--- config.mk ---
export PLATFORM = sky130hd
export DESIGN_NAME = ps2_host_tx
export DESIGN_NICKNAME = d
export VERILOG_FILES = /design/src/rtl/ps2_pkg.sv /design/src/rtl/ps2_line_filter.sv /design/src/rtl/ps2_host_tx.sv
export SDC_FILE = /design/constraint.sdc
export NUM_CORES = 1
export LEC_CHECK = 0
export CAP_MARGIN = 5
export CORE_MARGIN = 4
export CORE_UTILIZATION = 40
export CTS_BUF_LIST = sky130_fd_sc_hd__clkbuf_8
export CTS_CLUSTER_DIAMETER = 40
export CTS_CLUSTER_SIZE = 8
export DETAILED_ROUTE_END_ITERATION = 8
export HOLD_SLACK_MARGIN = 0.02
export PLACE_DENSITY_LB_ADDON = 0.3
export SLEW_MARGIN = 20
export SYNTH_ARGS = -nofsm -noshare
export SYNTH_HDL_FRONTEND = slang
export SYNTH_HIERARCHICAL = 1
export SYNTH_SLANG_ARGS = --single-unit
--- constraint.sdc ---
create_clock -name clk -period 5 [get_ports clk]
set_input_delay 0.75 -clock clk [delete_from_list [all_inputs] [get_ports clk]]
set_output_delay 0.75 -clock clk [all_outputs]
set_load 0.02 [all_outputs]
--- src/rtl/ps2_pkg.sv ---
// ps2_pkg: PS/2 state encoding, keyboard command constants and frame builder shared by host tx and receiver
package ps2_pkg;
  typedef enum logic [2:0] {IDLE, INHIBIT, RTS, SEND, ACK, WAIT_IDLE} ps2_state_t;
  localparam logic [7:0] CMD_SET_LED = 8'hED;
  localparam logic [7:0] CMD_ENABLE  = 8'hF4;
  localparam logic [7:0] CMD_RESET   = 8'hFF;
  localparam logic [7:0] RESP_ACK    = 8'hFA;
  localparam logic [7:0] RESP_BREAK  = 8'hF0;
  function automatic logic [9:0] ps2_frame(input logic [7:0] d);
    return {1'b1, ~^d, d};
  endfunction
endpackage

--- src/rtl/ps2_line_filter.sv ---
// ps2_line_filter: synchronise and debounce one PS/2 line, strobe on a filtered falling edge
module ps2_line_filter #(
  parameter int FILTER_LEN = 8
) (
  input  logic clk,
  input  logic rst,
  input  logic i_pin,
  output logic o_level,
  output logic o_fall
);
  localparam int CW = $clog2(FILTER_LEN) + 1;
  logic [1:0]    r_sync;
  logic [CW-1:0] r_cnt;
  logic          r_level;
  logic          r_fall;
  // a new level is taken only after FILTER_LEN consecutive samples disagree with the current one
  always_ff @(posedge clk or posedge rst)
    if (rst) begin
      r_sync  <= 2'b11;
      r_cnt   <= '0;
      r_level <= 1'b1;
      r_fall  <= 1'b0;
    end else begin
      r_sync <= {r_sync[0], i_pin};
      r_fall <= 1'b0;
      if (r_sync[1] == r_level) r_cnt <= '0;
      else if (r_cnt == CW'(FILTER_LEN - 1)) begin
        r_level <= r_sync[1];
        r_cnt   <= '0;
        r_fall  <= r_level;
      end else r_cnt <= r_cnt + 1'b1;
    end
  assign o_level = r_level;
  assign o_fall  = r_fall;
endmodule

--- src/rtl/ps2_host_tx.sv ---
// ps2_host_tx: host-to-device PS/2 command transmitter with ACK check and watchdog
module ps2_host_tx #(
  parameter int INHIBIT_CYCLES = 3000,
  parameter int TIMEOUT_CYCLES = 375000,
  parameter int FILTER_LEN     = 8
) (
  input  logic       clk,
  input  logic       rst,
  input  logic [7:0] tx_data,
  input  logic       tx_valid,
  output logic       tx_ready,
  input  logic       ps2_clk_in,
  input  logic       ps2_data_in,
  output logic       ps2_clk_oe,
  output logic       ps2_data_oe,
  output logic       tx_active,
  output logic       done,
  output logic       ack_err,
  output logic       timeout_err
);
  import ps2_pkg::*;
  localparam int IW = $clog2(INHIBIT_CYCLES + 1);
  localparam int TW = $clog2(TIMEOUT_CYCLES + 1);
  ps2_state_t    r_state;
  logic [9:0]    r_shreg;
  logic [3:0]    r_bit_cnt;
  logic [IW-1:0] r_inh;
  logic [TW-1:0] r_wd;
  logic          r_clk_oe;
  logic          r_data_oe;
  logic          r_ack_bad;
  logic          r_done;
  logic          r_ack_err;
  logic          r_timeout_err;
  logic          w_clk_lvl;
  logic          w_clk_fall;
  logic          w_data_lvl;
  logic          w_watch;

  ps2_line_filter #(.FILTER_LEN(FILTER_LEN)) u_clk_filt (
    .clk(clk), .rst(rst), .i_pin(ps2_clk_in), .o_level(w_clk_lvl), .o_fall(w_clk_fall)
  );
  ps2_line_filter #(.FILTER_LEN(FILTER_LEN)) u_data_filt (
    .clk(clk), .rst(rst), .i_pin(ps2_data_in), .o_level(w_data_lvl), .o_fall()
  );

  assign w_watch = (r_state == SEND) || (r_state == ACK) || (r_state == WAIT_IDLE);

  // transfer sequencer; watchdog expiry overrides any device edge in the same cycle
  always_ff @(posedge clk or posedge rst)
    if (rst) begin
      r_state       <= IDLE;
      r_shreg       <= '0;
      r_bit_cnt     <= '0;
      r_inh         <= '0;
      r_wd          <= '0;
      r_clk_oe      <= 1'b0;
      r_data_oe     <= 1'b0;
      r_ack_bad     <= 1'b0;
      r_done        <= 1'b0;
      r_ack_err     <= 1'b0;
      r_timeout_err <= 1'b0;
    end else begin
      r_done        <= 1'b0;
      r_ack_err     <= 1'b0;
      r_timeout_err <= 1'b0;
      if (w_watch) r_wd <= r_wd + 1'b1;
      if (w_watch && r_wd == TW'(TIMEOUT_CYCLES - 1)) begin
        r_state       <= IDLE;
        r_clk_oe      <= 1'b0;
        r_data_oe     <= 1'b0;
        r_done        <= 1'b1;
        r_timeout_err <= 1'b1;
      end else
        case (r_state)
          IDLE:
            if (tx_valid) begin
              r_shreg   <= ps2_frame(tx_data);
              r_bit_cnt <= '0;
              r_inh     <= '0;
              r_ack_bad <= 1'b0;
              r_clk_oe  <= 1'b1;
              r_state   <= INHIBIT;
            end
          INHIBIT:
            if (r_inh == IW'(INHIBIT_CYCLES - 1)) begin
              r_data_oe <= 1'b1;
              r_state   <= RTS;
            end else r_inh <= r_inh + 1'b1;
          RTS: begin
            r_clk_oe <= 1'b0;
            r_wd     <= '0;
            r_state  <= SEND;
          end
          SEND:
            if (w_clk_fall) begin
              r_bit_cnt <= r_bit_cnt + 1'b1;
              r_data_oe <= ~r_shreg[r_bit_cnt];
              if (r_bit_cnt == 4'd9) r_state <= ACK;
            end
          ACK:
            if (w_clk_fall) begin
              r_ack_bad <= w_data_lvl;
              r_state   <= WAIT_IDLE;
            end
          WAIT_IDLE:
            if (w_clk_lvl && w_data_lvl) begin
              r_done    <= 1'b1;
              r_ack_err <= r_ack_bad;
              r_state   <= IDLE;
            end
          default: r_state <= IDLE;
        endcase
    end

  assign tx_ready    = (r_state == IDLE);
  assign tx_active   = (r_state != IDLE);
  assign ps2_clk_oe  = r_clk_oe;
  assign ps2_data_oe = r_data_oe;
  assign done        = r_done;
  assign ack_err     = r_ack_err;
  assign timeout_err = r_timeout_err;
endmodule
======== Word-level counts from Yosys, hierarchy flattened ========
Index checks and enable logic that the tools add are counted.
operators by class
  eq/ne operators ......................... 22
  add/subtract/negate cells ............... 5
  magnitude comparators ................... 1
  reduce and logical (&&, ||, !) cells .... 21
  muxes and demuxes ....................... 42
  bitwise logic cells ..................... 4
operator list
  operator                 number
  $mux W19                 3
  $mux W12                 2
  $mux W4                  6
  $pmux W12 S2             1
  $mux W3                  7
  $add A19 B1 Y19 const B  1
  $eq A19 B19 Y1 const B   1
  $pmux W3 S6              1
  $mux W1                  17
  $add A12 B1 Y12 const B  1
  $add A4 B1 Y4 const B    3
  $eq A12 B12 Y1 const B   1
  $ne A3 B1 Y1 const B     4
  $reduce_and A4 Y1        3
  $reduce_bool A3 Y1       3
  $eq A4 B3 Y1 const B     2
  $pmux W4 S2              1
  $reduce_xnor A8 Y1       1
  $eq A3 B2 Y1 const B     2
  $eq A3 B3 Y1 const B     2
  $pmux W1 S2              3
  $reduce_and A2 Y1        3
  $reduce_and A3 Y1        2
  $reduce_and A6 Y1        1
  other kinds (14)         24
word-level totals
  input port bits ......................... 13
  logic and storage cells ................. 113
  register bits after elaboration ......... 69
  output and inout bits ................... 7

======== Longest topological paths before layout ========
  word-level depth ........................ 6
  mapped depth ............................ 8
  gate-level depth less buffers ........... 7

======== Modules after synthesis ========
Netlist, hierarchy kept.
by module, submodules not included
  module           sequential area each (sq um)  times used  cells each  area each (sq um)
  ps2_host_tx      1351.3                        1           302         2927.8
  ps2_line_filter  203.9                         2           22          315.3

======== Worst setup path after synthesis ========
No wires, ideal clock.
  path type ............................... register to output
  start ................................... register r_state[2]
  end ..................................... output tx_ready
  slack ................................... 3.009 ns
  path buffers ............................ 1
  stages on the path, launching flop included .. 4
  data arrival time ....................... 1.241 ns
  required time ........................... 4.250 ns
  cells stage by stage .................... dfrtp_1 > buf_4 > or3_1 > inv_1
on the way
  longest elaborated chain between the ends .. 1
RTL lines
  item                      line                RTL
  start: declaration        ps2_host_tx.sv:24   ps2_state_t r_state;
  start signal: assignment  ps2_host_tx.sv:52   r_state <= IDLE;
  start signal: assignment  ps2_host_tx.sv:69   r_state <= IDLE;
  start signal: assignment  ps2_host_tx.sv:83   r_state <= INHIBIT;
  $logic_not A3 Y1          ps2_host_tx.sv:116  assign tx_ready = (r_state == IDLE);
  end: declaration          ps2_host_tx.sv:11   output logic tx_ready,
No other way between the ends.

======== Worst setup path after layout ========
Ends and elaborated chain as after synthesis.

==> summary.md <==
| Metric | Value |
|---|---|
| DR vias | 2517 |
| Placed cell areas | 3790 um^2 |
| Maximum capacitance violations | 0 |
| CP endpoint kind | primary output |
| Register Area | 1730 um^2 |
| Hold EP | u_clk_filt/r_sync[1] |
| Sequential power share | 0.545 |
| Required @ worst endpoint | 4.25 ns |
| Final setup TNS | 0 ns |
| Logic pwr share | 0.084 |
| Crit Path Class | reg -> out |
| Vias/cell | 5.31 |
| Fin cells | 474 |
| Number of setup violations in the final report | 0 |
| First-pass GRT wire length | 12.1 mm |
| FILL cells | 807 |
| Max VDD drop | 161 uV |
| Final Hold Fails | 0 |
| Drt wl/cell | 14.2 um |
| Netlist Area Pre-Place | 3530 um^2 |
| Reg2reg end | r_bit_cnt[0] |
| # port buffers | 19 |
| Status | finished clean |
| Core area | 8380 um^2 |
| Sw Pwr | 0.271 mW |
| Remaining antenna violation count | 0 |
| Area Overhead vs Synth | 12.9% |
| Hold slack | 0.358 ns |
| Tcrit/Tclk final | 0.586 |
| Reg clk slew, reported paths | 0.06 ns |
| Vias in the first global route | 2594 |
| Net Count, Synth | 363 |
| Antenna cells | 0 |
| PwrDens | 288 nW/um^2 |
| Hold Path Depth | 0 |
| CTS-repair resized insts | 0 |
| Worst r2r path cells | 5 |
| Total CTS buffers | 9 |
| IO Pins | 20 |
| Die Span X | 102 um |
| Hold Crit Start | u_clk_filt/r_sync[0] |
| Final instance area | 3980 um^2 |
| FF-to-FF setup slack | 2.42 ns |
| Clock sink count | 69 |
| Die Ht | 102 um |
| Total Nets Final | 383 |
| Worst Path Arrival | 2.18 ns |
| Synth warnings | 6 |
| Path category of the worst min-delay check | reg -> reg |
| Initial antenna violation count | 0 |
| Pleak | 1.74 nW |
| Largest net degree at the start of global routing | 55 |
| Residual DRC count | 0 |
| Critical Path Start Type | register |
| Total gr overflow | 0 |
| Die ar. | 10400 um^2 |
| R2r startpoint | r_state[2] |
| Worst Skew | 0.00768 ns |
| Max Slew Vio Count | 0 |
| Headroom to the max-slew limit | 0.313 |
| Crit path max fanout | 20 |
| Pre-antenna DRT Iters | 4 |
| Rows | 33 |
| RSZ-0062 raised after global routing | false |
| Placed Cells | 458 |
| Cell-internal power | 0.875 mW |
| Layout cells sized above 1 | 0.100 |
| Hold bufs inserted after CTS | 0 |
| Post-CTS setup buffers | 0 |
| Synth Instances | 344 |
| Sw Share | 0.237 |
| Hpwl dp | 4.72 mm |
| Synthesized area per cell | 10.2 um^2 |
| Worst-Margin Slew | 1.03 ns |
| Initial Utilization | 0.421 |
| Final Critical Period | 2.93 ns |
| Area occupied by multi-input gates | 1690 um^2 |
| Clk pwr share | 0.371 |
| Htree depth | 3 |
| Gr usage total | 0.146 |
| Final wirelength | 6.71 mm |
| Iteration-0 DRC Markers | 99 |
| Final weighted congestion in routability-driven placement | 0.830 |
| CTS max path bufs | 2 |
| Maximum clock frequency | 341 MHz |
| Clock Tree Root | clkbuf_8 |
| Clk_lat worst skew | 0.35 ns |
| CTS tree | yes |
## worst max-delay path: stages, from the launching register on
cell and delay [ns]:
dfrtp_1 0.60, or3_1 0.51, inv_1 0.12, clkdlybuf4s50_1 0.61
## state kept, by name, indices dropped and copies added (netlist names), 2 cells and up
| register | cells |
|---|---|
| u_clk_filt/r_cnt | 4 |
| r_bit_cnt | 4 |
| u_data_filt/r_cnt | 4 |
| u_data_filt/r_sync | 2 |
| r_shreg | 10 |
| u_clk_filt/r_sync | 2 |
| r_wd | 19 |
| r_state | 3 |
| r_inh | 12 |
## cells in the final DEF, fill, tap and decap left out, types with 5 or more instances in the layout
cell             instances
dfrtp_1                 63
nand2_1                 48
nor2_1                  33
xor2_1                  20
clkdlybuf4s50_1         19
nand3_1                 16
xnor2_1                 15
clkbuf_8                13
inv_1                   12
a21oi_1                 11
mux2i_1                  9
o21ai_0                  8
nand4_1                  8
ha_1                     6
dfstp_2                  6
and3_1                   5
nor3b_1                  5
## power by group through the flow
stage | clock network [mW] | logic, mW | registers (mW)
2_1_floorplan | 0 | 0.0717 | 0.625
6_report | 0.425 | 0.0961 | 0.625
4_1_cts | 0.441 | 0.0982 | 0.624
5_1_grt | 0.464 | 0.109 | 0.629
3_5_place_dp | 0 | 0.0973 | 0.635
3_3_place_gp | 0 | 0.0950 | 0.633
## worst max path at each step
stage / startpoint / endpoint / cells after the start / slack, ns
floorplan: rst / ack_err / 1 / 2.94
global placement: tx_valid / r_inh[11] / 6 / 2.29
detailed placement: tx_valid / r_inh[3] / 6 / 2.22
CTS: r_state[2] / tx_ready / 3 / 2.04
global route: r_state[0] / tx_ready / 3 / 1.96
finish: r_state[2] / tx_ready / 3 / 2.07
## area by class of cell
| type | instances | share of cell area |
|---|---|---|
| Inverter | 10 | 0.00943 |
| Timing Repair Buffer | 20 | 0.0497 |
| Sequential cell | 69 | 0.436 |
| Clock inverter | 3 | 0.00283 |
| Tap cell | 105 | 0.0330 |
| Multi-Input combinational cell | 254 | 0.425 |
| Clock buffer | 13 | 0.0449 |
## layer usage
metal / up-vias / share of wire / GRT usage
met5: - / 0 / 0
met4: 0 / 0.020 / 0.0716
met3: 10 / 0.035 / 0.0266
met2: 43 / 0.46 / 0.227
met1: 1211 / 0.49 / 0.199
li1: 1253 / - / -
## metrics by stage
step                setup slack (ns)   util  total power, mW
finish                          2.07  0.475             1.15
global route                    1.96  0.475             1.20
CTS                             2.04  0.475             1.16
detailed placement              2.22  0.452            0.732
global placement                2.29  0.452            0.728
floorplan                       2.94      -            0.697
No activity file was read; power rests on OpenSTA's default activity.
